$ cat src/rtl/bnn_inference_ctrl.sv
`default_nettype none
// ============================================================================
// Module      : bnn_inference_ctrl
// Description : Sequencer for a combinational binarized network. It gathers
//               the binary image byte-serially, holds it stable on image_o,
//               waits a programmable settle window, captures the class
//               scores and then finds the winning class one class per cycle.
//               Optional build macro BNN_CTRL_CYCLE_CNT_EN adds cycle_cnt_o,
//               a saturating start-to-done cycle count.
// Revision    : 1.0 - initial release
// ============================================================================
module bnn_inference_ctrl #(
  parameter int N_IN_BYTES = 8,
  parameter int N_CLASSES  = 10,
  parameter int SCORE_W    = 7,
  parameter int SETTLE_W   = 4
) (
  input  logic                           clk_i,
  input  logic                           rst_ni,
  input  logic                           start_i,
  input  logic                           abort_i,
  input  logic [SETTLE_W-1:0]            settle_cycles_i,
  input  logic                           load_valid_i,
  input  logic [7:0]                     load_data_i,
  output logic                           load_ready_o,
  output logic [8*N_IN_BYTES-1:0]        image_o,
  input  logic [N_CLASSES*SCORE_W-1:0]   scores_i,
  output logic [N_CLASSES*SCORE_W-1:0]   scores_o,
  output logic [3:0]                     class_o,
  output logic [SCORE_W-1:0]             max_score_o,
  output logic                           busy_o,
`ifdef BNN_CTRL_CYCLE_CNT_EN
  output logic                           done_o,
  output logic [15:0]                    cycle_cnt_o
`else
  output logic                           done_o
`endif
);

  localparam int IMG_W  = 8 * N_IN_BYTES;
  localparam int SC_W   = N_CLASSES * SCORE_W;
  localparam int BCNT_W = (N_IN_BYTES > 1) ? $clog2(N_IN_BYTES) : 1;

  localparam logic [2:0] ST_IDLE    = 3'd0;
  localparam logic [2:0] ST_LOAD    = 3'd1;
  localparam logic [2:0] ST_SETTLE  = 3'd2;
  localparam logic [2:0] ST_CAPTURE = 3'd3;
  localparam logic [2:0] ST_ARGMAX  = 3'd4;
  localparam logic [2:0] ST_DONE    = 3'd5;

  logic [2:0]          state_q,      state_d;
  logic [BCNT_W-1:0]   byte_cnt_q,   byte_cnt_d;
  logic [SETTLE_W-1:0] settle_cnt_q, settle_cnt_d;
  logic [3:0]          idx_q,        idx_d;
  logic [3:0]          best_idx_q,   best_idx_d;
  logic [SCORE_W-1:0]  best_val_q,   best_val_d;
  logic [IMG_W-1:0]    image_q,      image_d;
  logic [SC_W-1:0]     scores_q,     scores_d;
  logic [3:0]          class_q,      class_d;
  logic [SCORE_W-1:0]  max_score_q,  max_score_d;
  logic                done_q,       done_d;
`ifdef BNN_CTRL_CYCLE_CNT_EN
  logic [15:0]         run_cnt_q,    run_cnt_d;
  logic [15:0]         cycle_cnt_q,  cycle_cnt_d;
`endif

  // Score of the class currently under evaluation in the argmax walk
  logic [SCORE_W-1:0] cur_score;
  assign cur_score = scores_q[int'(idx_q)*SCORE_W +: SCORE_W];

  // Next-state and datapath update; abort overrides every state
  always_comb begin
    state_d      = state_q;
    byte_cnt_d   = byte_cnt_q;
    settle_cnt_d = settle_cnt_q;
    idx_d        = idx_q;
    best_idx_d   = best_idx_q;
    best_val_d   = best_val_q;
    image_d      = image_q;
    scores_d     = scores_q;
    class_d      = class_q;
    max_score_d  = max_score_q;
    done_d       = 1'b0;
`ifdef BNN_CTRL_CYCLE_CNT_EN
    run_cnt_d    = run_cnt_q;
    cycle_cnt_d  = cycle_cnt_q;
    // The start cycle itself is counted, hence the count begins at 1
    if (state_q != ST_IDLE && run_cnt_q != 16'hFFFF) begin
      run_cnt_d = run_cnt_q + 16'd1;
    end
`endif
    if (abort_i) begin
      state_d = ST_IDLE;
    end else begin
      case (state_q)
        ST_IDLE: begin
          if (start_i) begin
            state_d    = ST_LOAD;
            byte_cnt_d = '0;
`ifdef BNN_CTRL_CYCLE_CNT_EN
            run_cnt_d  = 16'd1;
`endif
          end
        end
        ST_LOAD: begin
          if (load_valid_i) begin
            image_d[int'(byte_cnt_q)*8 +: 8] = load_data_i;
            if (byte_cnt_q == BCNT_W'(N_IN_BYTES - 1)) begin
              state_d      = ST_SETTLE;
              byte_cnt_d   = '0;
              // A zero settle request still gives the network one cycle
              settle_cnt_d = (settle_cycles_i == '0) ? SETTLE_W'(1) : settle_cycles_i;
            end else begin
              byte_cnt_d = byte_cnt_q + BCNT_W'(1);
            end
          end
        end
        ST_SETTLE: begin
          if (settle_cnt_q <= SETTLE_W'(1)) begin
            state_d      = ST_CAPTURE;
            settle_cnt_d = '0;
          end else begin
            settle_cnt_d = settle_cnt_q - SETTLE_W'(1);
          end
        end
        ST_CAPTURE: begin
          scores_d   = scores_i;
          best_idx_d = 4'd0;
          best_val_d = scores_i[SCORE_W-1:0];
          idx_d      = 4'd1;
          state_d    = ST_ARGMAX;
        end
        ST_ARGMAX: begin
          // Strict compare keeps the lowest index on ties
          if (cur_score > best_val_q) begin
            best_idx_d = idx_q;
            best_val_d = cur_score;
          end
          if (idx_q == 4'(N_CLASSES - 1)) begin
            idx_d   = 4'd0;
            state_d = ST_DONE;
          end else begin
            idx_d = idx_q + 4'd1;
          end
        end
        ST_DONE: begin
          class_d     = best_idx_q;
          max_score_d = best_val_q;
          done_d      = 1'b1;
          state_d     = ST_IDLE;
`ifdef BNN_CTRL_CYCLE_CNT_EN
          cycle_cnt_d = (run_cnt_q == 16'hFFFF) ? run_cnt_q : run_cnt_q + 16'd1;
`endif
        end
        default: begin
          state_d = ST_IDLE;
        end
      endcase
    end
  end

  // State and result registers with asynchronous active-low reset
  always_ff @(posedge clk_i or negedge rst_ni) begin
    if (!rst_ni) begin
      state_q      <= ST_IDLE;
      byte_cnt_q   <= '0;
      settle_cnt_q <= '0;
      idx_q        <= '0;
      best_idx_q   <= '0;
      best_val_q   <= '0;
      image_q      <= '0;
      scores_q     <= '0;
      class_q      <= '0;
      max_score_q  <= '0;
      done_q       <= 1'b0;
`ifdef BNN_CTRL_CYCLE_CNT_EN
      run_cnt_q    <= '0;
      cycle_cnt_q  <= '0;
`endif
    end else begin
      state_q      <= state_d;
      byte_cnt_q   <= byte_cnt_d;
      settle_cnt_q <= settle_cnt_d;
      idx_q        <= idx_d;
      best_idx_q   <= best_idx_d;
      best_val_q   <= best_val_d;
      image_q      <= image_d;
      scores_q     <= scores_d;
      class_q      <= class_d;
      max_score_q  <= max_score_d;
      done_q       <= done_d;
`ifdef BNN_CTRL_CYCLE_CNT_EN
      run_cnt_q    <= run_cnt_d;
      cycle_cnt_q  <= cycle_cnt_d;
`endif
    end
  end

  assign load_ready_o = (state_q == ST_LOAD);
  assign busy_o       = (state_q != ST_IDLE);
  assign image_o      = image_q;
  assign scores_o     = scores_q;
  assign class_o      = class_q;
  assign max_score_o  = max_score_q;
  assign done_o       = done_q;
`ifdef BNN_CTRL_CYCLE_CNT_EN
  assign cycle_cnt_o  = cycle_cnt_q;
`endif

endmodule
`default_nettype wire

$ cat config.mk
export PLATFORM = sky130hd
export DESIGN_NAME = bnn_inference_ctrl
export DESIGN_NICKNAME = d
export VERILOG_FILES = /design/src/rtl/bnn_inference_ctrl.sv
export SDC_FILE = /design/constraint.sdc
export NUM_CORES = 1
export LEC_CHECK = 0
export ABC_AREA = 1
export BUFFER_PORTS_ARGS = -buffer_cell sky130_fd_sc_hd__buf_4
export CAP_MARGIN = 10
export CORE_ASPECT_RATIO = 0.8
export CORE_UTILIZATION = 54
export CTS_BUF_LIST = sky130_fd_sc_hd__clkbuf_2 sky130_fd_sc_hd__clkbuf_4 sky130_fd_sc_hd__clkbuf_8
export DETAILED_ROUTE_END_ITERATION = 12
export PLACE_DENSITY = 0.86
export SLEW_MARGIN = 20
export SYNTH_ARGS = -nofsm -noshare
export SYNTH_HDL_FRONTEND = slang
export SYNTH_SLANG_ARGS = --single-unit
$ cat constraint.sdc
create_clock -name clk_i -period 2.5 [get_ports clk_i]
set_input_delay 0.375 -clock clk_i [delete_from_list [all_inputs] [get_ports clk_i]]
set_output_delay 0.375 -clock clk_i [all_outputs]
set_load 0.005 [all_outputs]
==> impl_metrics.yaml, run 1 <==
clock_network:
  clk_latency_ns: 0.46
  cts_setup_buffers: 0
  cts-buffers-inserted: 17
  cts-root-buf: "clkbuf_8"
  cts_tree: "built"
  cts_max_path_buffers: 2
  cts_sinks: 171
  cts.clk_slew.worst_paths_ns: 0.09
  h-tree-depth: 4
setup_path:
  worstSetupEndpointType: "flip-flop"
  reg2regPathDepth: 17
  critPathBufInv: 1
  start_kind: "flip-flop"
  cp_top_family: "simple AND/OR/NAND/NOR gates"
  crit_required_ns: 2.85
  regToRegStartpoint: "idx_q[0]"
  crit_arrival_ns: 2.73
  path_max_fanout: 20
  slowest_delay_ns: 0.46
  critical_path.slowest_cell: "dfrtp_2"
  cp_cell_sequence: "buf_12 > nor2_1 > nor2_1 > o21ai_1 > nand3_1 > nand3_2 > nand2_1 > ha_4 > nand2_2 > nor2_2 > nand4_1 > nand2_2 > nand2_4 > nand2_4 > nor2_1 > nand2_1 > nand2_1"
  cp.depth: 17
  crit_start: "idx_q[0]"
  crit_type: "reg -> reg"
route:
  wl_per_cell_um: 15.9
  dr_wl_met2_um: 9750
  wl_um: 21800
  wl_met1_um: 9950
  dr.first_iter.drc_count: 673
  vias: 7291
  routed_via_density: 5.30
  dr.pass1.iters: 5
  drc: 0
  highest_layer: "met4"
  antenna_left: 0
  wl_met3_um: 1580
floorplan:
  coreArea_um2: 14200
  die_area_um2: 15100
  die_w_um: 137
  rows: 39
  start_util_pct: 55.3
  dieHeight_um: 110
  boundaryPins: 235
cells_and_area:
  mostFrequentLayoutCells: "380 x nand2_1, 247 x buf_4, 170 x dfrtp_1, 68 x nor2_1, 50 x o21ai_0"
  fin_nets: 1280
  multiInputGateArea_um2: 3290
  fill_cells: 1106
  antenna_cells: 0
  syn_to_final_growth_pct: 31.8
  final_common_cell: "nand2_1"
  seq_area_um2: 4280
  drive_gt1_share_pct: 29.9
power_and_ir_drop:
  p_leak_nw: 5.65
  vdd_drop_max_mv: 0.548
  p_per_area_nw_per_um2: 572
grt:
  antenna_found_initial: 0
  grt_pass1_wl_um: 33700
  grt_pass1_vias: 6579
  grt_use_total_pct: 29.4
  grt.overflow.total: 0
  grt_max_degree: 69
synth:
  synthDistinctLibCells: 38
  synth-seq-area-share_pct: 54.3
  yosys_warnings: 0
  synth_fp_nets: 1042
  avgSynthCellArea_um2: 8.39
  netlist_instances: 940
  synth_seq_cells: 171
  syn_area_um2: 7890
timing:
  relSlewSlack_pct: 56.5
  slew_violations: 0
  clock.fmax_mhz: 421
  tightestPinTransition_ns: 0.653
  min_period_over_period_pct: 95.0
  finalHoldViolCount: 0
  fin_ws_ns: 0.125
  whs_ns: 0.103
  period_needed_ns: 2.37
  setup_viol: 0
  fin_skew_ns: 0.00856
placement:
  dp_hpwl_um: 16100
  port_buffers: 234
  gp_congestion: 0.931
  dp_slack_ns: -0.0295
worst_hold_path:
  holdPathStages: 3
  holdCritStartpoint: "scores_i[16]"
  min_path_type: "in -> reg"
flow_run:
  max_cap_violations: 0
status:
  run_status: "completed"
power by group:
group | switching, mW | internal, mW | total [mW]
logic | 0.599 | 0.481 | 1.08
clock network | 1.03 | 0.814 | 1.84
registers | 0.101 | 2.92 | 3.02
total | 1.73 | 4.21 | 5.94
final timing paths:
| kind | to | slack [ns] |
|---|---|---|
| min in group asynchronous | image_o[53] | 0.41 |
| hold / removal | scores_o[16] | 0.10 |
| setup reg to reg | best_val_q[0] | 0.13 |
| setup / recovery | best_val_q[0] | 0.13 |
| max in group asynchronous | scores_o[55] | 1.39 |
| hold reg to reg | image_o[52] | 0.49 |
worst register-to-register path, delay by kind of cell (launching register included):
family	cells	cell delay [ns]
adder cells (fa/ha/maj)	1	0.28
AND/OR/NAND/NOR	14	1.29
flip-flops	1	0.46
buffers and inverters	1	0.17
AO/OA/AOI/OAI	1	0.08
cells by family after synthesis:
family,after synthesis,share of synthesized area [%]
and+or+nand+nor,519,26.9
DFF,171,54.3
AOI/OAI and AO/OA,136,10.2
buffers and inverters,91,5.06
adders and majority gates,15,2.38
muxes,6,1.00
xor gates and xnor gates,2,0.222
Yosys cell counts (all sizes together):
cell type | n | area (um2)
nand2 | 392 | 1500
o31ai | 2 | 15.0
nor3 | 5 | 36.3
xor2 | 1 | 8.76
buf | 22 | 139
ha | 15 | 188
nand3 | 39 | 213
o22ai | 4 | 25.0
o21ai | 96 | 567
and3 | 1 | 6.26
clkbuf | 17 | 63.8
a31oi | 11 | 68.8
clkinv | 3 | 12.5
nand3b | 2 | 15.0
xnor2 | 1 | 8.76
mux2 | 6 | 78.8
nand4 | 5 | 31.3
inv | 49 | 184
nor2 | 75 | 323
a21oi | 20 | 100
dfrtp | 171 | 4280
o41ai | 3 | 26.3
layer usage:
metal	up-vias	track usage, %
li1	3488	-
met1	3436	43.8
met2	325	42.5
met3	42	6.13
met4	0	10.4
met5	-	0
registers in the layout, indices dropped and copies added (netlist names):
name	count
best_idx_q	4
best_val_q	7
byte_cnt_q	3
class_o	4
done_o	1
idx_q	4
image_o	64
max_score_o	7
scores_o	70
settle_cnt_q	4
state_q	3
final cells by class:
type | count | share of cell area (%)
Timing Repair Buffer | 256 | 19.5
Tap cell | 184 | 2.22
Clock buffer | 19 | 2.40
Sequential cell | 171 | 41.2
Multi-Input combinational cell | 680 | 31.6
Clock inverter | 13 | 1.16
Inverter | 52 | 1.91
metrics by stage:
step	instances	util [%]	setup TNS, ns	total power, mW	instance area, um2
final	1375	72.9	0	5.94	10400
after global routing	1375	72.9	-0.207	6.22	10400
after CTS	1371	72.0	0	5.94	10300
after detailed placement	1338	69.3	-0.126	4.11	9880
after global placement	1338	69.3	0	4.08	9880
after floorplan	940	-	0	3.57	7890
timing repair:
action | CTS | global route
hold buffers | 1 | 0
endpoints found under the setup margin | 8 | 11
hold endpoints to repair | 46 | 0
pin swaps | 0 | 5
gates resized for setup | 1 | 22
cloned | 0 | 4
No activity file was read; power rests on OpenSTA's default activity.
==> run 2, diff against run 1 <==
CTS_BUF_LIST = sky130_fd_sc_hd__clkbuf_8   (was sky130_fd_sc_hd__clkbuf_2 sky130_fd_sc_hd__clkbuf_4 sky130_fd_sc_hd__clkbuf_8)
==> impl_metrics.yaml, run 2 (same netlist as run 1, synthesis figures left out) <==
timing:
  period_needed_ns: 2.36
  slew_violations: 0
  setup_viol: 0
  tns_ns: 0
  min_period_over_period_pct: 94.6
  finalHoldViolCount: 0
  relSlewSlack_pct: 56.2
  tightestPinTransition_ns: 0.658
  fin_skew_ns: 0.0104
  clock.fmax_mhz: 423
setup_path:
  worstSetupEndpointType: "flip-flop"
  cpMostUsedCell: "nand2_1"
  cp_cell_sequence: "inv_4 > clkbuf_16 > o21ai_0 > nand2_1 > nand3_1 > nand3_1 > nand2_1 > ha_1 > nand3_1 > nand2_1 > nand2_1 > nand2_1 > nand2_2 > nand2_4 > nand2_4 > nor2_1 > nand2_1 > nand2_1"
  crit_start: "idx_q[0]"
  crit_arrival_ns: 2.76
  reg2reg_slack_ns: 0.14
  crit_type: "reg -> reg"
  crit_required_ns: 2.90
  slowest_delay_ns: 0.46
  regToRegStartpoint: "idx_q[0]"
  critical_path.slowest_cell: "dfrtp_2"
  cp_top_family: "simple AND/OR/NAND/NOR gates"
  critPathBufInv: 2
  start_kind: "flip-flop"
  path_max_fanout: 8
  worstReg2RegEnd: "best_val_q[6]"
  reg2regPathDepth: 18
route:
  routed_via_density: 5.28
  drc: 0
  dr.first_iter.drc_count: 645
  wl_per_cell_um: 15.9
  dr.pass1.iters: 5
  vias: 7260
  wl_um: 21900
  antenna_left: 0
clock_network:
  clk_latency_ns: 0.46
  cts-root-buf: "clkbuf_8"
  cts_tree: "built"
  cts.clk_slew.worst_paths_ns: 0.09
  cts_sinks: 171
  cts_max_path_buffers: 2
  cts-buffers-inserted: 17
  h-tree-depth: 4
cells_and_area:
  final_cells: 1375
  fin_util_pct: 72.9
  largest_register_ffs: 70
  fin_nets: 1280
  final_common_cell: "nand2_1"
  drive_gt1_share_pct: 29.7
  fill_cells: 1106
  design_area_um2: 10400
  mostFrequentLayoutCells: "380 x nand2_1, 247 x buf_4, 170 x dfrtp_1, 68 x nor2_1, 50 x o21ai_0"
  syn_to_final_growth_pct: 31.7
  antenna_cells: 0
power_and_ir_drop:
  p_int_mw: 4.18
  switching_power_mw: 1.73
  p_per_area_nw_per_um2: 570
  power_mw: 5.91
  p_clk_share_pct: 30.7
  vdd_drop_max_mv: 0.548
  p_leak_nw: 5.65
  p_seq_share_pct: 51.0
  switching_share_pct: 29.3
  pwr-share-comb_pct: 18.3
grt:
  grt_use_total_pct: 29.4
  grt_pass1_vias: 6574
  grt_max_degree: 69
  antenna_found_initial: 0
  grt.overflow.total: 0
  grt_pass1_wl_um: 33700
worst_hold_path:
  holdPathStages: 3
  holdPathEnd: "scores_o[16]"
  min_path_type: "in -> reg"
  holdCritStartpoint: "scores_i[16]"
placement:
  placed_cells: 1338
  port_buffers: 234
  gp_congestion: 0.931
  postPlaceCellArea_um2: 9880
  dp_hpwl_um: 16100
floorplan:
  rows: 39
  coreArea_um2: 14200
  dieHeight_um: 110
  start_util_pct: 55.3
  die_area_um2: 15100
  die_w_um: 137
  boundaryPins: 235
flow_run:
  max_cap_violations: 0
status:
  run_status: "completed"
## run 2: power by group through the flow
stage / sequential, mW / combinational, mW / clock [mW]
6_report: 3.02 / 1.08 / 1.82
5_1_grt: 3.04 / 1.20 / 1.95
4_1_cts: 3.02 / 1.05 / 1.85
3_5_place_dp: 3.07 / 1.04 / 0
3_3_place_gp: 3.06 / 1.01 / 0
2_1_floorplan: 3.07 / 0.506 / 0
## run 2: stage by stage
stage | setup slack, ns | hold WS (ns)
floorplan | 0.187 | 0.0794
global placement | 0.0724 | 0.349
detailed placement | -0.0295 | 0.344
CTS | 0.0429 | 0.0753
global route | -0.0360 | 0.0823
finish | 0.136 | 0.103
## run 2: layout make-up
cell class / count / area [um2] / area share, %
inverters: 52 / 199 / 1.92
repair buffers: 256 / 2030 / 19.5
clock buffers: 17 / 234 / 2.25
clock inverters: 15 / 128 / 1.23
flip-flops and latches: 171 / 4280 / 41.2
well taps: 184 / 230 / 2.22
multi-input cells: 680 / 3290 / 31.6
## run 2: what timing repair did
action | 4_1_cts | 5_1_grt
pin swaps | 0 | 5
hold buffers | 1 | 0
hold endpoints to repair | 46 | 0
cloned | 0 | 4
resized for setup | 1 | 22
setup buffers | 0 | 0
endpoints found under the setup margin | 8 | 11
## run 2: worst max path at each step
| stage | to | slack (ns) | depth (start not counted) |
|---|---|---|---|
| 2_1_floorplan | best_val_q[1] | 0.19 | 19 |
| 3_3_place_gp | best_val_q[0] | 0.07 | 18 |
| 3_5_place_dp | best_val_q[6] | -0.03 | 17 |
| 4_1_cts | best_val_q[6] | 0.04 | 17 |
| 5_1_grt | best_val_q[0] | -0.04 | 18 |
| 6_report | best_val_q[6] | 0.14 | 18 |
## run 2: tightest hold or removal path: cells and delay by family
kind | cells | cell delay [ns]
buffers and inverters | 1 | 0.07
AND/OR/NAND/NOR | 2 | 0.08
## run 2: metal layers
| metal | up-vias | track usage [%] | part of all wire (%) |
|---|---|---|---|
| li1 | 3484 | - | - |
| met1 | 3456 | 43.7 | 46 |
| met2 | 277 | 42.5 | 45 |
| met3 | 43 | 6.13 | 6.8 |
| met4 | 0 | 10.4 | 2.5 |
| met5 | - | 0 | 0 |
